## config.mk

```make
export PLATFORM = sky130hd
export DESIGN_NAME = icache_dm
export DESIGN_NICKNAME = d
export VERILOG_FILES = /design/src/rtl/icache_dm.sv
export SDC_FILE = /design/constraint.sdc
export NUM_CORES = 1
export LEC_CHECK = 0
export CORE_MARGIN = 1
export CORE_UTILIZATION = 60
export DETAILED_ROUTE_END_ITERATION = 8
export PLACE_DENSITY_LB_ADDON = 0.05
export SYNTH_ARGS = -nofsm -noshare
export SYNTH_HDL_FRONTEND = slang
export SYNTH_SLANG_ARGS = --single-unit
```

## constraint.sdc

```tcl
create_clock -name clk_i -period 8.85 [get_ports clk_i]
set_input_delay 1.77 -clock clk_i [delete_from_list [all_inputs] [get_ports clk_i]]
set_output_delay 1.77 -clock clk_i [all_outputs]
set_load 0.1 [all_outputs]
```

## src/rtl/icache_dm.sv

```systemverilog
// -----------------------------------------------------------------------------
// icache_dm -- direct-mapped instruction cache, one word per line.
//
// Sits between the prefetch unit fetch port (ireq/irsp) and the memory-side
// fetch bus (mreq/mrsp). One transaction is in flight at a time. Hits answer
// one cycle after acceptance; misses refill from memory and the word is
// forwarded to the prefetch unit. flush_i invalidates every line in one cycle.
//
// Ports:
//   clk_i, resetb_i        clock, asynchronous active-low reset
//   clk_en_i               global clock enable; all state holds when low
//   ireq*                  fetch request (ready/valid, hpl, address)
//   irsp*                  fetch response (ready/valid, error, data)
//   mreq*                  memory refill request (ready/valid, hpl, address)
//   mrsp*                  memory refill response (ready/valid, error, data)
//   flush_i                invalidate all lines (FENCE.I)
//
// Optional build macro ICACHE_STATS_EN adds stat_clr_i, stat_hit_o and
// stat_miss_o: saturating counters of accepted requests by outcome.
// -----------------------------------------------------------------------------
module icache_dm #(
    parameter int C_BUS_SZX = 5,
    parameter int C_LINES_X = 4,
    parameter int C_BUS_SZ  = 2**C_BUS_SZX
) (
    input  logic                clk_i,
    input  logic                resetb_i,
    input  logic                clk_en_i,
    output logic                ireqready_o,
    input  logic                ireqvalid_i,
    input  logic [1:0]          ireqhpl_i,
    input  logic [C_BUS_SZ-1:0] ireqaddr_i,
    input  logic                irspready_i,
    output logic                irspvalid_o,
    output logic                irsprerr_o,
    output logic [C_BUS_SZ-1:0] irspdata_o,
    input  logic                mreqready_i,
    output logic                mreqvalid_o,
    output logic [1:0]          mreqhpl_o,
    output logic [C_BUS_SZ-1:0] mreqaddr_o,
    output logic                mrspready_o,
    input  logic                mrspvalid_i,
    input  logic                mrsprerr_i,
    input  logic [C_BUS_SZ-1:0] mrspdata_i,
    input  logic                flush_i
`ifdef ICACHE_STATS_EN
    ,
    input  logic                stat_clr_i,
    output logic [31:0]         stat_hit_o,
    output logic [31:0]         stat_miss_o
`endif
);

    localparam int LINES = 2**C_LINES_X;
    localparam int WA_W  = C_BUS_SZ - 2;            // word-address width
    localparam int TAG_W = C_BUS_SZ - 2 - C_LINES_X;

    typedef enum logic [1:0] {
        S_IDLE  = 2'd0,
        S_MREQ  = 2'd1,
        S_MWAIT = 2'd2,
        S_RESP  = 2'd3
    } state_t;

    state_t                state_r;
    state_t                state_nxt_s;
    logic [WA_W-1:0]       addr_r;
    logic [1:0]            hpl_r;
    logic [C_BUS_SZ-1:0]   data_r;
    logic                  rerr_r;
    logic                  flushed_r;   // a flush hit the current refill
    logic [LINES-1:0]      valid_r;
    logic [TAG_W-1:0]      tag_mem_r  [LINES];
    logic [C_BUS_SZ-1:0]   data_mem_r [LINES];

    logic [C_LINES_X-1:0]  req_idx_s;
    logic [TAG_W-1:0]      req_tag_s;
    logic [C_LINES_X-1:0]  fill_idx_s;
    logic                  hit_s;
    logic                  req_acc_s;
    logic                  rsp_acc_s;
    logic                  mreq_acc_s;
    logic                  mrsp_acc_s;
    logic                  install_s;
    logic                  unused_s;

    assign unused_s = &{1'b0, ireqaddr_i[1:0]};

    // Tag lookup on the incoming address and handshake qualification
    always_comb begin
        req_idx_s  = ireqaddr_i[2 +: C_LINES_X];
        req_tag_s  = ireqaddr_i[C_BUS_SZ-1 : 2+C_LINES_X];
        fill_idx_s = addr_r[C_LINES_X-1:0];
        // A flush in the same cycle forces a miss so stale lines are never used
        hit_s      = valid_r[req_idx_s] & (tag_mem_r[req_idx_s] == req_tag_s) & ~flush_i;
        req_acc_s  = ireqready_o & ireqvalid_i;
        rsp_acc_s  = clk_en_i & (state_r == S_RESP)  & irspready_i;
        mreq_acc_s = clk_en_i & (state_r == S_MREQ)  & mreqready_i;
        mrsp_acc_s = clk_en_i & (state_r == S_MWAIT) & mrspvalid_i;
        // Error responses and refills overlapped by a flush are not installed
        install_s  = mrsp_acc_s & ~mrsprerr_i & ~flushed_r & ~flush_i;
    end

    // FSM state register
    always_ff @(posedge clk_i or negedge resetb_i) begin
        if (!resetb_i) begin
            state_r <= S_IDLE;
        end else if (clk_en_i) begin
            state_r <= state_nxt_s;
        end else begin
            state_r <= state_r;
        end
    end

    // FSM next-state logic
    always_comb begin
        state_nxt_s = state_r;
        case (state_r)
            S_IDLE: begin
                if (req_acc_s) begin
                    state_nxt_s = hit_s ? S_RESP : S_MREQ;
                end else begin
                    state_nxt_s = S_IDLE;
                end
            end
            S_MREQ: begin
                if (mreq_acc_s) begin
                    state_nxt_s = S_MWAIT;
                end else begin
                    state_nxt_s = S_MREQ;
                end
            end
            S_MWAIT: begin
                if (mrsp_acc_s) begin
                    state_nxt_s = S_RESP;
                end else begin
                    state_nxt_s = S_MWAIT;
                end
            end
            S_RESP: begin
                // Back-to-back: a new request is only accepted with the response
                if (req_acc_s) begin
                    state_nxt_s = hit_s ? S_RESP : S_MREQ;
                end else if (rsp_acc_s) begin
                    state_nxt_s = S_IDLE;
                end else begin
                    state_nxt_s = S_RESP;
                end
            end
            default: begin
                state_nxt_s = S_IDLE;
            end
        endcase
    end

    // FSM outputs, decoded from state and held registers
    always_comb begin
        ireqready_o = clk_en_i & ((state_r == S_IDLE) | ((state_r == S_RESP) & irspready_i));
        irspvalid_o = (state_r == S_RESP);
        mreqvalid_o = (state_r == S_MREQ);
        mrspready_o = (state_r == S_MWAIT);
        irsprerr_o  = rerr_r;
        irspdata_o  = data_r;
        mreqaddr_o  = {addr_r, 2'b00};
        mreqhpl_o   = hpl_r;
    end

    // Transaction registers: request address/hpl, response data/error
    always_ff @(posedge clk_i or negedge resetb_i) begin
        if (!resetb_i) begin
            addr_r    <= '0;
            hpl_r     <= 2'b00;
            data_r    <= '0;
            rerr_r    <= 1'b0;
            flushed_r <= 1'b0;
        end else if (clk_en_i) begin
            if (req_acc_s) begin
                addr_r    <= ireqaddr_i[C_BUS_SZ-1:2];
                hpl_r     <= ireqhpl_i;
                flushed_r <= 1'b0;
                if (hit_s) begin
                    data_r <= data_mem_r[req_idx_s];
                    rerr_r <= 1'b0;
                end
            end else if (mrsp_acc_s) begin
                data_r <= mrspdata_i;
                rerr_r <= mrsprerr_i;
            end
            if (flush_i & ((state_r == S_MREQ) | (state_r == S_MWAIT))) begin
                flushed_r <= 1'b1;
            end
        end
    end

    // Line valid bits; flush takes priority over a same-cycle install
    always_ff @(posedge clk_i or negedge resetb_i) begin
        if (!resetb_i) begin
            valid_r <= '0;
        end else if (clk_en_i) begin
            if (flush_i) begin
                valid_r <= '0;
            end else if (install_s) begin
                valid_r[fill_idx_s] <= 1'b1;
            end
        end
    end

    // Tag and data storage, written on an installable refill
    always_ff @(posedge clk_i) begin
        if (install_s) begin
            tag_mem_r[fill_idx_s]  <= addr_r[WA_W-1:C_LINES_X];
            data_mem_r[fill_idx_s] <= mrspdata_i;
        end
    end

`ifdef ICACHE_STATS_EN
    logic [31:0] stat_hit_r;
    logic [31:0] stat_miss_r;

    // Saturating hit/miss counters; clear wins over a same-cycle count
    always_ff @(posedge clk_i or negedge resetb_i) begin
        if (!resetb_i) begin
            stat_hit_r  <= 32'd0;
            stat_miss_r <= 32'd0;
        end else if (clk_en_i) begin
            if (stat_clr_i) begin
                stat_hit_r  <= 32'd0;
                stat_miss_r <= 32'd0;
            end else begin
                if (req_acc_s & hit_s & (stat_hit_r != 32'hFFFF_FFFF)) begin
                    stat_hit_r <= stat_hit_r + 32'd1;
                end
                if (req_acc_s & ~hit_s & (stat_miss_r != 32'hFFFF_FFFF)) begin
                    stat_miss_r <= stat_miss_r + 32'd1;
                end
            end
        end
    end

    assign stat_hit_o  = stat_hit_r;
    assign stat_miss_o = stat_miss_r;
`endif

endmodule

```

==> results of run 1 <==
[area by class of cell]
| type | instances | area, µm² | share of cell area [%] |
|---|---|---|---|
| tap | 855 | 1070 | 2.367 |
| sequential | 1012 | 29970 | 66.32 |
| clock inverter | 39 | 295.3 | 0.6534 |
| clock buffer | 144 | 2864 | 6.338 |
| multi-input combinational | 727 | 9258 | 20.49 |
| inverter | 10 | 37.54 | 0.08306 |
| antenna | 2 | 5.005 | 0.01107 |
| timing repair buffer | 174 | 1693 | 3.746 |
[cells by family after synthesis]
kind of cell	count (synthesis)	synth area share, %
other	1	0.009451
XOR/XNOR	29	0.6402
adder cells (fa/ha/maj)	5	0.1577
AND/OR/NAND/NOR	145	1.722
AO/OA/AOI/OAI	128	2.233
flip-flops	1012	75.53
buffers and inverters	106	1.422
multiplexers	418	18.28
[state kept, by name (all words and copies together) (netlist names)]
signal      count
irspdata_o     32
data_mem_r    512
state_r         2
mreqhpl_o       2
flushed_r       1
addr_r         30
tag_mem_r     416
valid_r        16
irsprerr_o      1
[metrics by stage]
stage | instance area (µm²) | power, mW | worst slack (ps) | hold slack, ps
after floorplan | 39680 | 7.773 | 1963 | 457.3
after global placement | 42030 | 8.403 | 2410 | 469.5
after detailed placement | 42030 | 8.457 | 2164 | 480.9
after CTS | 45190 | 12.47 | 2871 | 494.5
after global routing | 45190 | 12.76 | 2676 | 515.5
final | 45190 | 12.40 | 2887 | 498.3
[cells in the final DEF, fill, tap and decap left out, types with 3 or more instances in the layout]
cell type	synthesis	routed
bufinv_16	0	4
clkinv_2	0	18
buf_4	14	32
xor2_1	14	14
nor2_1	42	30
o22ai_1	21	21
a22o_1	3	3
mux2_4	30	30
dfrtp_1	84	84
mux2_2	91	91
mux2i_1	73	73
xnor2_1	15	15
clkbuf_16	0	105
nor3_1	10	6
edfxtp_1	928	928
ha_1	5	5
nand2b_1	9	9
clkinvlp_4	0	3
nand3_1	4	4
a21oi_1	26	26
a22oi_1	16	16
clkbuf_8	0	9
nand2_1	49	49
nor4_1	4	4
clkbuf_1	29	30
a211oi_1	4	4
nor2_4	0	12
a221oi_1	5	5
nor2b_1	13	13
clkdlybuf4s50_1	0	137
mux4_2	223	223
clkinv_1	0	11
o21ai_0	18	18
nor3_2	0	4
inv_1	10	9
o211ai_1	3	3
a31oi_1	5	5
[critical path, stage by stage]
cell and delay (ps):
buf_8 440, buf_4 640, mux4_2 610, a22oi_1 240, o21ai_0 160, xor2_1 220
or3_4 410, a2111oi_4 300, nand4_2 330, nand2_4 740, mux2_2 410
[layer usage]
metal  track usage (%)  vias to the layer above  share of wire, %
met5                 0                        -             0.029
met4             8.235                        4               2.8
met3             4.687                      152               6.8
met2             44.84                      737                50
met1             37.83                    10150                40
li1                  -                     8004                 -
[path summary, 6_finish.rpt]
| path | endpoint | slack [ps] |
|---|---|---|
| setup / recovery | irspdata_o[0] | 2890 |
| hold / removal | mreqhpl_o[0] | 500 |
| setup reg to reg | irspdata_o[0] | 4610 |
| hold reg to reg | mreqhpl_o[0] | 500 |
| max in group asynchronous | addr_r[28] | 6440 |
| min in group asynchronous | irspdata_o[12] | 1170 |
[where the power goes]
group	leakage, nW	switching, mW	internal (mW)
clock network	1.55	1.69	2.36
logic	3.90	1.64	0.654
registers	9.40	0.369	5.68
==> results.py, run 1 <==
metrics = {
    "run_status": {
        "status": "finished clean",
    },
    "floorplanning": {
        "core_area_um2": 64930,
        "initial_utilization_pct": 61.11,
        "ios": 146,
        "die_width_um": 259.2,
        "die_area_um2": 67160,
        "num_rows": 93,
        "die_h_um": 259.2,
    },
    "sta": {
        "worst_pin_slew_ps": 1223,
        "finalHoldViolCount": 0,
        "rsz0062_at_grt": "no",
        "relSlewSlack_pct": 18.47,
        "period_needed_ps": 5963,
        "finalCritPeriodShare_pct": 67.38,
        "finalSetupViolations": 0,
        "finalSetupTns_ps": 0,
        "skew_ps": 21.55,
        "report.final.slew_viol_count": 0,
        "timing.fmax_mhz": 167.7,
    },
    "logic_synthesis": {
        "synth_ff_type": "edfxtp_1",
        "synth_cells": 1844,
        "synth_cell_types": 64,
        "ys_warn_count": 0,
        "synth_seq_cells": 1012,
        "synth_area_um2": 39680,
        "yosysSeqAreaShare_pct": 75.53,
        "synth-edff-count": 928,
        "synthTopCellsByArea": "edfxtp_1, mux4_2, dfrtp_1, mux2_2, mux2i_1",
        "syn_area_per_cell_um2": 21.52,
        "synth_top_area_cell": "edfxtp_1",
        "yosys.cell_count.top_type": "edfxtp_1",
        "synth_top_area_share_pct": 70.23,
        "synthArstFlopShare_pct": 8.300,
        "ys_top_cells_by_count": "edfxtp_1, mux4_2, mux2_2, dfrtp_1, mux2i_1",
    },
    "worst_setup_path": {
        "reg2reg_depth": 12,
        "rr_startpoint": "state_r[0]",
        "path_max_fanout": 63,
        "cp.arrival_ps": 6480,
        "critPathLaunch": "ireqaddr_i[2]",
        "cp-start-kind": "primary input",
        "worst-setup-path-type": "primary input to flip-flop",
        "cp-end-kind": "flip-flop",
        "crit_required_ps": 9370,
    },
    "cts": {
        "cts_setup_buffers": 0,
        "cts_tree": "done",
        "cts_buffer_depth": 3,
        "cts_hold_buffers": 0,
        "cts.clk_slew.worst_paths_ps": 60,
        "clockRootBuffer": "clkbuf_16",
        "numCtsBuffers": 99,
        "htreeDepth": 3,
        "clk_latency_ps": 650,
        "cts.sinks": 1012,
        "cts.repair.resized": 0,
    },
    "final_layout": {
        "final_cells": 2963,
        "nets": 2104,
        "syn2layout_area_growth_pct": 13.90,
        "layout-drive-gt1-share_pct": 26.02,
        "fillers": 4040,
        "final_util_pct": 69.60,
    },
    "global_routing": {
        "globalRouteTotalUtil_pct": 27.21,
        "grt_pass1_wl_mm": 129.7,
        "antenna_found_initial": 5,
        "grt_max_degree": 100,
        "grt_pass1_vias": 19730,
        "grt-ovfl-total": 0,
    },
    "power_and_ir_drop": {
        "power_leakage_nw": 14.85,
        "max-vdd-ir-drop_mv": 0.3164,
        "powerDensity_nw_per_um2": 274.4,
    },
    "route": {
        "avgRoutedWirePerCell_um": 29.79,
        "vias": 19050,
        "drt-vias-per-instance": 6.428,
        "drtIter0Drc": 1904,
        "drc": 0,
        "drt_first_pass_iters": 8,
        "postRouteWirelength_mm": 88.26,
        "ant_nets": 0,
    },
    "place": {
        "place_inst": 2778,
        "dp_hpwl_mm": 45.45,
        "io_buffer_count": 141,
        "place.gp.congestion": 0.8076,
    },
    "job": {
        "cap_violations": 0,
    },
    "min_path": {
        "min_path_type": "flip-flop to flip-flop",
        "min-delay-start": "mreqhpl_o[0]",
        "whs_path_depth": 2,
    },
}
No activity file was read; power rests on OpenSTA's default activity.
==> run 2, diff against run 1 <==
- clock period: 8.85 -> 6 ns (I/O delays scaled with it)
==> results.py, run 2 (synthesis gave the netlist of run 1 again) <==
metrics = {
    "run_status": {
        "status": "finished clean",
    },
    "route": {
        "drtIter0Drc": 1899,
        "drt_first_pass_iters": 5,
        "postRouteWirelength_mm": 91.42,
        "avgRoutedWirePerCell_um": 30.64,
        "vias": 19300,
        "drc": 0,
        "ant_nets": 0,
        "drt-vias-per-instance": 6.466,
    },
    "cts": {
        "cts.repair.resized": 0,
        "cts_hold_buffers": 0,
        "cts.sinks": 1012,
        "cts_setup_buffers": 0,
        "cts.clk_slew.worst_paths_ps": 60,
        "clk_latency_ps": 660,
        "cts_tree": "done",
        "clockRootBuffer": "clkbuf_16",
        "htreeDepth": 3,
        "numCtsBuffers": 100,
        "cts_buffer_depth": 3,
    },
    "final_layout": {
        "multi_input_area_um2": 9283,
        "insertedDiodeCount": 0,
        "layout-drive-gt1-share_pct": 26.82,
        "most-common-layout-cells": "edfxtp_1, mux4_2, clkdlybuf4s50_1",
        "nets": 2124,
        "seq_area_um2": 29970,
        "regMostFlops": "data_mem_r",
        "syn2layout_area_growth_pct": 14.80,
        "fillers": 3934,
        "layout_commonest_cell": "edfxtp_1",
        "largest_reg_flops": 512,
    },
    "worst_setup_path": {
        "r2r_slack_ps": 2180,
        "rr_endpoint": "irspdata_o[31]",
        "reg2reg_depth": 12,
        "rr_startpoint": "state_r[1]",
        "crit_required_ps": 6530,
        "cp.arrival_ps": 5250,
        "cp-end-kind": "flip-flop",
        "path_max_fanout": 59,
        "cp-start-kind": "primary input",
        "worst-setup-path-type": "primary input to flip-flop",
    },
    "sta": {
        "rsz0062_at_grt": "no",
        "skew_ps": 33.69,
        "report.final.slew_viol_count": 0,
        "finalCritPeriodShare_pct": 78.68,
        "worst_pin_slew_ps": 1143,
        "relSlewSlack_pct": 23.60,
        "finalSetupTns_ps": 0,
        "timing.fmax_mhz": 211.8,
        "period_needed_ps": 4721,
        "finalSetupViolations": 0,
        "finalHoldViolCount": 0,
        "hold_slack_ps": 493.2,
    },
    "floorplanning": {
        "ios": 146,
        "die_h_um": 259.2,
        "initial_utilization_pct": 61.11,
        "die_area_um2": 67160,
        "num_rows": 93,
        "core_area_um2": 64930,
        "die_width_um": 259.2,
    },
    "place": {
        "place.gp.congestion": 0.7894,
        "dp_hpwl_mm": 47.14,
        "io_buffer_count": 141,
    },
    "min_path": {
        "min-delay-start": "mreqhpl_o[0]",
        "whs_path_depth": 2,
        "min_path_type": "flip-flop to flip-flop",
        "worstHoldEndpoint": "mreqhpl_o[0]",
    },
    "job": {
        "cap_violations": 0,
    },
    "global_routing": {
        "antenna_found_initial": 2,
        "globalRouteTotalUtil_pct": 28.08,
        "grt_pass1_wl_mm": 133.7,
        "grt_pass1_vias": 20010,
        "grt-ovfl-total": 0,
        "grt_max_degree": 79,
    },
    "power_and_ir_drop": {
        "powerDensity_nw_per_um2": 405.7,
        "max-vdd-ir-drop_mv": 0.3244,
        "p_total_mw": 18.48,
        "power_leakage_nw": 15.00,
    },
}
-- run 2: cell count changes in the layout (fill, tap and decap cells not counted), sizes merged --
cell    previous run  this run
clkinv            29        52
bufinv             4         9
diode              2         0
buf               37        56
inv               13        11
clkbuf           144       122
-- run 2: layer usage --
metal  vias to the layer above  wire length [µm]  global-route usage, %
met5                         -                31                      0
met4                         4              2574                  9.395
met3                       149              5776                  4.062
met2                       785             47160                  47.22
met1                     10300             35880                  38.28
li1                       8055                 -                      -
-- run 2: worst max path at each step --
stage | startpoint | end | slack, ps | cells past startpoint
after global routing | ireqaddr_i[2] | irspdata_o[31] | 1180 | 12
after detailed placement | ireqaddr_i[5] | irspdata_o[31] | 630 | 12
after CTS | ireqaddr_i[5] | irspdata_o[31] | 1320 | 12
after floorplan | state_r[0] | data_mem_r[15][0] | 1070 | 7
final | ireqaddr_i[2] | irspdata_o[31] | 1280 | 12
after global placement | ireqaddr_i[5] | irspdata_o[31] | 670 | 12
-- run 2: report_power, final --
| group | internal, mW | leakage (nW) | total [mW] | switching, mW |
|---|---|---|---|---|
| Sequential | 8.38 | 9.40 | 8.94 | 0.555 |
| Clock | 3.54 | 1.58 | 6.13 | 2.59 |
| Combinational | 0.971 | 4.02 | 3.41 | 2.44 |
| Total | 12.9 | 15.0 | 18.5 | 5.59 |
-- run 2: final cells by class --
type	instances	share of cell area, %
tap	855	2.349
clock inverter	65	1.176
timing repair buffer	193	4.359
multi-input combinational	727	20.38
clock buffer	122	5.859
sequential	1012	65.79
inverter	10	0.08515
-- run 2: critical path: stages --
cell and delay (ps):
buf_8 410, buf_4 400, mux2_2 370, o22ai_1 220, nor3_1 100, a311o_1 320
a2111oi_0 640, o221a_2 330, nand4_2 260, nand2_4 190, buf_12 300, mux2_2 380
-- run 2: through the flow --
step	area [µm²]	setup slack, ps	std cells	util [%]
2_1_floorplan	39700	1068	1845	-
3_3_place_gp	42350	671.4	2797	65.22
3_5_place_dp	42350	628.5	2797	65.22
4_1_cts	45550	1323	2984	70.15
5_1_grt	45550	1181	2984	70.15
6_report	45550	1279	2984	70.15
